## config.mk

```make
export PLATFORM = sky130hd
export DESIGN_NAME = bomb_ctrl
export DESIGN_NICKNAME = d
export VERILOG_FILES = /design/src/rtl/bomb_ctrl.sv
export SDC_FILE = /design/constraint.sdc
export NUM_CORES = 1
export LEC_CHECK = 0
export ABC_AREA = 0
export ABC_CLOCK_PERIOD_IN_PS = 3250
export CORE_MARGIN = 2
export CORE_UTILIZATION = 47
export CTS_BUF_LIST = sky130_fd_sc_hd__clkbuf_2 sky130_fd_sc_hd__clkbuf_4 sky130_fd_sc_hd__clkbuf_8
export CTS_CLUSTER_SIZE = 24
export DETAILED_ROUTE_END_ITERATION = 10
export PLACE_DENSITY = 0.83
export SETUP_SLACK_MARGIN = 0.3
export SKIP_CTS_REPAIR_TIMING = 1
export SLEW_MARGIN = 20
export SYNTH_ARGS = -nofsm -noshare
export SYNTH_HDL_FRONTEND = slang
export SYNTH_SLANG_ARGS = --single-unit
```

## constraint.sdc

```tcl
create_clock -name frame_clk -period 3.25 [get_ports frame_clk]
set_input_delay 0.975 -clock frame_clk [delete_from_list [all_inputs] [get_ports frame_clk]]
set_output_delay 0.975 -clock frame_clk [all_outputs]
set_load 0.02 [all_outputs]
```

## src/rtl/bomb_ctrl.sv

```systemverilog
// ---------------------------------------------------------------------------
// bomb_ctrl
//
// Bomb lifecycle controller downstream of the player movement block. A rising
// edge on bomb_drop places a bomb snapped to the tile grid under the player's
// centre. The bomb then runs fuse -> blast -> cooldown timing. During the blast
// two clipped rectangles (horizontal and vertical arm of the cross) are
// presented for hit detection and drawing.
//
// Ports
//   frame_clk          in   frame-rate clock, all state changes on rising edge
//   Reset              in   asynchronous active-high reset
//   bomb_drop          in   drop request level (held while the key is held)
//   userX, userY       in   player top-left position (10 bits each)
//   bombX, bombY       out  top-left of the placed bomb tile
//   bomb_active        out  high while the fuse burns (ARMED)
//   exploding          out  high during BLAST
//   hX, hY, hXS, hYS   out  horizontal arm: origin plus (size-1)
//   vX, vY, vXS, vYS   out  vertical arm: origin plus (size-1)
//   state              out  IDLE=0, ARMED=1, BLAST=2, COOLDOWN=3
//
// All outputs are registered; there is no combinational input-to-output path.
// Rectangle outputs are zero outside BLAST.
// ---------------------------------------------------------------------------
module bomb_ctrl #(
  parameter int TILE_LOG2    = 5,
  parameter int RANGE        = 2,
  parameter int FUSE_FRAMES  = 120,
  parameter int BLAST_FRAMES = 30,
  parameter int COOL_FRAMES  = 30,
  parameter int USER_W       = 19,
  parameter int USER_H       = 26,
  parameter int SCR_W        = 640,
  parameter int SCR_H        = 480
) (
  input  logic       frame_clk,
  input  logic       Reset,
  input  logic       bomb_drop,
  input  logic [9:0] userX,
  input  logic [9:0] userY,
  output logic [9:0] bombX,
  output logic [9:0] bombY,
  output logic       bomb_active,
  output logic       exploding,
  output logic [9:0] hX,
  output logic [9:0] hY,
  output logic [9:0] hXS,
  output logic [9:0] hYS,
  output logic [9:0] vX,
  output logic [9:0] vY,
  output logic [9:0] vXS,
  output logic [9:0] vYS,
  output logic [1:0] state
);

  typedef enum logic [1:0] {
    IDLE     = 2'd0,
    ARMED    = 2'd1,
    BLAST    = 2'd2,
    COOLDOWN = 2'd3
  } state_t;

  localparam int TILE = 1 << TILE_LOG2;
  localparam int REACH = RANGE * TILE;

  localparam int MAX_FB  = (FUSE_FRAMES > BLAST_FRAMES) ? FUSE_FRAMES : BLAST_FRAMES;
  localparam int MAX_ALL = (MAX_FB > COOL_FRAMES) ? MAX_FB : COOL_FRAMES;
  localparam int CNT_MAX = MAX_ALL - 1;
  localparam int CNT_W   = (CNT_MAX < 2) ? 1 : $clog2(CNT_MAX + 1);

  localparam logic [CNT_W-1:0] FUSE_LOAD  = CNT_W'(FUSE_FRAMES - 1);
  localparam logic [CNT_W-1:0] BLAST_LOAD = CNT_W'(BLAST_FRAMES - 1);
  localparam logic [CNT_W-1:0] COOL_LOAD  = CNT_W'(COOL_FRAMES - 1);
  localparam logic [CNT_W-1:0] CNT_ONE    = CNT_W'(1);

  localparam logic [9:0]  HALF_W  = 10'(USER_W / 2);
  localparam logic [9:0]  HALF_H  = 10'(USER_H / 2);
  localparam logic [9:0]  R10     = 10'(REACH);
  localparam logic [9:0]  TM1     = 10'(TILE - 1);
  localparam logic [10:0] R11     = 11'(REACH);
  localparam logic [10:0] T11     = 11'(TILE);
  localparam logic [10:0] XLIM    = 11'(SCR_W);
  localparam logic [10:0] YLIM    = 11'(SCR_H);

  // Arm start: bomb coordinate minus reach, clamped at 0.
  function automatic logic [9:0] lo_f(input logic [9:0] c);
    return (c >= R10) ? (c - R10) : '0;
  endfunction

  // Arm size-1: end of the arm (clamped to the screen limit) minus start.
  // The end is formed in 11 bits so c + reach + tile cannot wrap.
  function automatic logic [9:0] span_f(input logic [9:0] c, input logic [10:0] lim);
    logic [10:0] e;
    logic [10:0] h;
    e = {1'b0, c} + R11 + T11;
    h = (e < lim) ? e : lim;
    return 10'(h - {1'b0, lo_f(c)} - 11'd1);
  endfunction

  state_t           state_q;
  logic [CNT_W-1:0] cnt_q;
  logic             drop_q;
  logic [9:0]       bomb_x_q, bomb_y_q;
  logic             active_q, expl_q;
  logic [9:0]       hx_q, hy_q, hxs_q, hys_q;
  logic [9:0]       vx_q, vy_q, vxs_q, vys_q;

  logic             req;
  logic             cnt_zero;
  logic [9:0]       snap_x_d, snap_y_d;
  logic [9:0]       hx_d, hxs_d, vy_d, vys_d;

  always_comb begin
    req      = bomb_drop & ~drop_q;
    cnt_zero = (cnt_q == '0);
    // Centre of the sprite, truncated down to the tile grid.
    snap_x_d = ((userX + HALF_W) >> TILE_LOG2) << TILE_LOG2;
    snap_y_d = ((userY + HALF_H) >> TILE_LOG2) << TILE_LOG2;
    hx_d     = lo_f(bomb_x_q);
    hxs_d    = span_f(bomb_x_q, XLIM);
    vy_d     = lo_f(bomb_y_q);
    vys_d    = span_f(bomb_y_q, YLIM);
  end

  always_ff @(posedge frame_clk or posedge Reset) begin
    if (Reset) begin
      state_q  <= IDLE;
      cnt_q    <= '0;
      drop_q   <= 1'b0;
      bomb_x_q <= '0;
      bomb_y_q <= '0;
      active_q <= 1'b0;
      expl_q   <= 1'b0;
      hx_q     <= '0;
      hy_q     <= '0;
      hxs_q    <= '0;
      hys_q    <= '0;
      vx_q     <= '0;
      vy_q     <= '0;
      vxs_q    <= '0;
      vys_q    <= '0;
    end else begin
      // Edge detector runs in every state so a key held through a whole
      // bomb cycle cannot re-trigger when IDLE is reached again.
      drop_q <= bomb_drop;
      case (state_q)
        IDLE: begin
          if (req) begin
            bomb_x_q <= snap_x_d;
            bomb_y_q <= snap_y_d;
            cnt_q    <= FUSE_LOAD;
            active_q <= 1'b1;
            state_q  <= ARMED;
          end
        end
        ARMED: begin
          if (cnt_zero) begin
            cnt_q    <= BLAST_LOAD;
            active_q <= 1'b0;
            expl_q   <= 1'b1;
            hx_q     <= hx_d;
            hy_q     <= bomb_y_q;
            hxs_q    <= hxs_d;
            hys_q    <= TM1;
            vx_q     <= bomb_x_q;
            vy_q     <= vy_d;
            vxs_q    <= TM1;
            vys_q    <= vys_d;
            state_q  <= BLAST;
          end else begin
            cnt_q <= cnt_q - CNT_ONE;
          end
        end
        BLAST: begin
          if (cnt_zero) begin
            cnt_q   <= COOL_LOAD;
            expl_q  <= 1'b0;
            hx_q    <= '0;
            hy_q    <= '0;
            hxs_q   <= '0;
            hys_q   <= '0;
            vx_q    <= '0;
            vy_q    <= '0;
            vxs_q   <= '0;
            vys_q   <= '0;
            state_q <= COOLDOWN;
          end else begin
            cnt_q <= cnt_q - CNT_ONE;
          end
        end
        COOLDOWN: begin
          if (cnt_zero) begin
            state_q <= IDLE;
          end else begin
            cnt_q <= cnt_q - CNT_ONE;
          end
        end
        default: state_q <= IDLE;
      endcase
    end
  end

  assign bombX       = bomb_x_q;
  assign bombY       = bomb_y_q;
  assign bomb_active = active_q;
  assign exploding   = expl_q;
  assign hX          = hx_q;
  assign hY          = hy_q;
  assign hXS         = hxs_q;
  assign hYS         = hys_q;
  assign vX          = vx_q;
  assign vY          = vy_q;
  assign vXS         = vxs_q;
  assign vYS         = vys_q;
  assign state       = state_q;

endmodule
```

==> out/results.tsv <==
stage	metric	value	unit
status	outcome	completed	
synth	EDFF count, synth	0	
clocking	clock sink count	52	
clocking	htree depth	2	
synth	Mapped Area	3540	sq um
synth	Yosys cell types	50	
route	WL final	7410	um
synth	top post-synthesis cells by area	dfrtp_1 (37%), buf_4 (13%), ha_1 (8.5%), o21ai_0 (6.2%), nand2_1 (5.9%)	
worst_setup_path	CP Depth	12	
synth	Synth async-reset ratio	100	%
worst_setup_path	CP max stage delay	0.44	ns
floorplanning	core area	7290	sq um
placement	PortBufs	86	
global_route	vias in the first global route	2622	
clocking	CTS buffer count	5	
clocking	Clk pin slew, worst setup/hold paths	0.10	ns
floorplanning	Die Width	90.8	um
power_and_ir_drop	maximum vdd drop	415	uV
final_layout	area delta synth->final	22.5	%
route	drc violations	0	
final_layout	Filler Cell Count	649	
timing	Fmax achieved	357	MHz
power_and_ir_drop	sw frac	47.1	%
worst_setup_path	critical-path cell list	inv_1 -> ha_2 -> nor2b_1 -> o21ai_0 -> a21oi_1 -> nor2b_1 -> fa_1 -> a21oi_1 -> nor2_1 -> nor2_1 -> xnor3_1 -> a22o_1	
worst_setup_path	CP top delay family	compound AO/OA/AOI/OAI gates	
timing	Final Slew Violations	0	
clocking	CTS tree	done	
floorplanning	Core Rows	31	
placement	Post-Place Cells	550	
worst_setup_path	CP Buf/Inv Count	1	
clocking	Root Buffer Master	clkbuf_8	
final_layout	nets@finish	512	
synth	Synth Register Bits	52	
floorplanning	num ports	127	
synth	Yosys top cell by area	dfrtp_1	
route	DR WL/cell	13.2	um
route	via count	2842	
placement	hpwl dp	5680	um
worst_setup_path	Worst setup SP type	flop	
timing	skew final	0.0145	ns
synth	Mapped Cells	396	
power_and_ir_drop	PD cells	1010	nW/um^2
synth	syn_area_per_cell	8.94	sq um
final_layout	Antenna diodes	0	
worst_hold_path	Hold Path Class	reg -> reg	
timing	Worst slew margin	53.5	%
power_and_ir_drop	Comb power frac	65.0	%
timing	worst slew pin tran	0.696	ns
placement	Placer Congestion	0.878	
worst_hold_path	Hold Path Stages	2	
power_and_ir_drop	Clk pwr share	8.5	%
global_route	GR Util All Layers	17.9	%
timing	TNS Setup	0	ns
clocking	maximum clock insertion buffer count	2	
global_route	gr ovfl total	0	
synth	Synth Flop Type	dfrtp_1	
worst_setup_path	R2R depth	12	
timing	Final Hold Fails	0	
synth	Synth top area share	36.7	%
worst_setup_path	Setup crit end kind	flop	
final_layout	Layout Cells excl Fill	563	
synth	register area share after synthesis	36.7	%
run	total of max-cap violations	0	
worst_setup_path	slowest library cell on the worst path	fa_1	
synth	Synth Warn #	0	
floorplanning	Initial Util	48.6	%
route	DRT antenna net count	0	
timing	unrepaired setup endpoints after global routing	true	
route	number of DRC markers in iteration 0	133	
final_layout	Sequential Area	1310	sq um
power_and_ir_drop	Internal Power	2.32	mW
route	vias per cell	5.05	
floorplanning	die footprint	8250	sq um
worst_setup_path	required time worst endpoint	3.46	ns
timing	final setup fails	0	
power_and_ir_drop	register share of total power	26.4	%
timing	Period minus WS final	2.80	ns
clocking	Worst-Skew Late Latency	0.31	ns
power_and_ir_drop	leakage	1.97	nW
power_and_ir_drop	Sw Pwr	2.07	mW
global_route	first-pass GRT wire length	12300	um
final_layout	Multi-input gate area	1810	sq um
worst_setup_path	CP Max Fanout	6	
final_layout	share of post-route cells with drive strength above 1	6.03	%
route	DRT Pass-1 Iters	5	
global_route	initial antenna violation count	0	
timing	period utilization	86.2	%
global_route	pin count of the biggest net entering global routing	32	
floorplanning	die height	90.8	um
worst_setup_path	Setup CP Type	reg -> reg	
worst_setup_path	crit path DAT	3.01	ns
## per-layer routing
metal | routed length (um) | GRT usage (%)
met1 | 3290 | 23.9
met3 | 544 | 2.92
met5 | 0 | 0
met4 | 136 | 6.06
met2 | 3430 | 29.7
## Yosys cell counts, types with 2 or more instances
master / count
buf_4: 62
nand2_1: 56
dfrtp_1: 52
o21ai_0: 44
ha_1: 24
inv_1: 21
a21oi_1: 19
xor2_1: 14
nor2_1: 11
clkbuf_1: 9
nor3_1: 8
a22o_1: 7
nor2b_1: 7
a21o_1: 5
nand3_1: 5
xnor2_1: 5
or3_1: 4
a31oi_1: 3
a32o_1: 3
and3_1: 2
fa_1: 2
nand2b_1: 2
nand3b_1: 2
nand4_1: 2
nor3b_1: 2
## worst register-to-register path: stages (launching register included)
cell     delay [ns]
dfrtp_2        0.43
inv_1          0.11
ha_2           0.23
nor2b_1        0.14
o21ai_0        0.25
a21oi_1        0.12
nor2b_1        0.19
fa_1           0.44
a21oi_1        0.19
nor2_1         0.06
nor2_1         0.10
xnor3_1        0.22
a22o_1         0.22
## final timing paths
| kind | start | end | slack [ns] |
|---|---|---|---|
| max | bombX[5] | hXS[9] | 0.45 |
| min | vY[8] | vY[8] | 0.48 |
| max reg2reg | bombX[5] | hXS[9] | 0.45 |
| min reg2reg | vY[8] | vY[8] | 0.48 |
| max in group asynchronous | Reset | vY[8] | 1.69 |
| min in group asynchronous | Reset | cnt_q[2] | 1.02 |
## flip-flops by register name (all words and copies together) (netlist names)
| name | flops |
|---|---|
| cnt_q | 7 |
| hXS | 6 |
| bombX | 5 |
| bombY | 5 |
| hX | 5 |
| hY | 5 |
| vX | 5 |
| vYS | 5 |
| vY | 5 |
| state | 2 |
| bomb_active | 1 |
| drop_q | 1 |
## placed cells by master, fill, tap and decap left out, drive strengths merged, types with 7 or more instances in the layout
| cell type | instances |
|---|---|
| o21ai | 45 |
| nor3 | 8 |
| buf | 8 |
| nor2 | 11 |
| a22o | 7 |
| nor2b | 7 |
| nand2 | 56 |
| conb | 40 |
| ha | 24 |
| xor2 | 14 |
| clkdlybuf4s50 | 86 |
| inv | 22 |
| dfrtp | 52 |
| a21oi | 19 |
## power by group through the flow
stage | clock (mW) | sequential (mW) | combinational [mW]
after floorplan | 0 | 1.32 | 1.78
after global placement | 0 | 1.16 | 2.66
after detailed placement | 0 | 1.17 | 2.78
after CTS | 0.387 | 1.16 | 2.79
after global routing | 0.418 | 1.21 | 3.18
final | 0.376 | 1.16 | 2.86
## area by class of cell
class	count	share of cell area (%)
sequential	52	30.1
multi-input combinational	289	41.7
clock buffer	5	1.59
timing repair buffer	94	21.5
clock inverter	3	0.490
inverter	21	1.82
tap	99	2.85
## cell families (layout without fill, tap and decap cells)
| family | after synthesis | after routing | share of synthesized area, % |
|---|---|---|---|
| adder cells (fa/ha/maj) | 26 | 26 | 9.61 |
| flip-flops | 52 | 52 | 36.7 |
| XOR/XNOR | 20 | 20 | 5.33 |
| AO/OA/AOI/OAI | 94 | 94 | 16.0 |
| other | 1 | 40 | 0.106 |
| buffers and inverters | 94 | 123 | 16.7 |
| AND/OR/NAND/NOR | 109 | 109 | 15.4 |
## stage by stage
stage                     power [mW]  cell area, sq um  hold WS, ns  util (%)  setup slack (ns)
after global placement          3.82              4200        0.464      57.6             0.484
final                           4.40              4340        0.480      59.5             0.448
after detailed placement        3.95              4200        0.469      57.6             0.308
after floorplan                 3.10              3690        0.496         -             0.529
after CTS                       4.34              4290        0.489      58.8             0.310
after global routing            4.81              4340        0.521      59.5             0.265
Note: power is estimated with default switching activity, not from simulation.
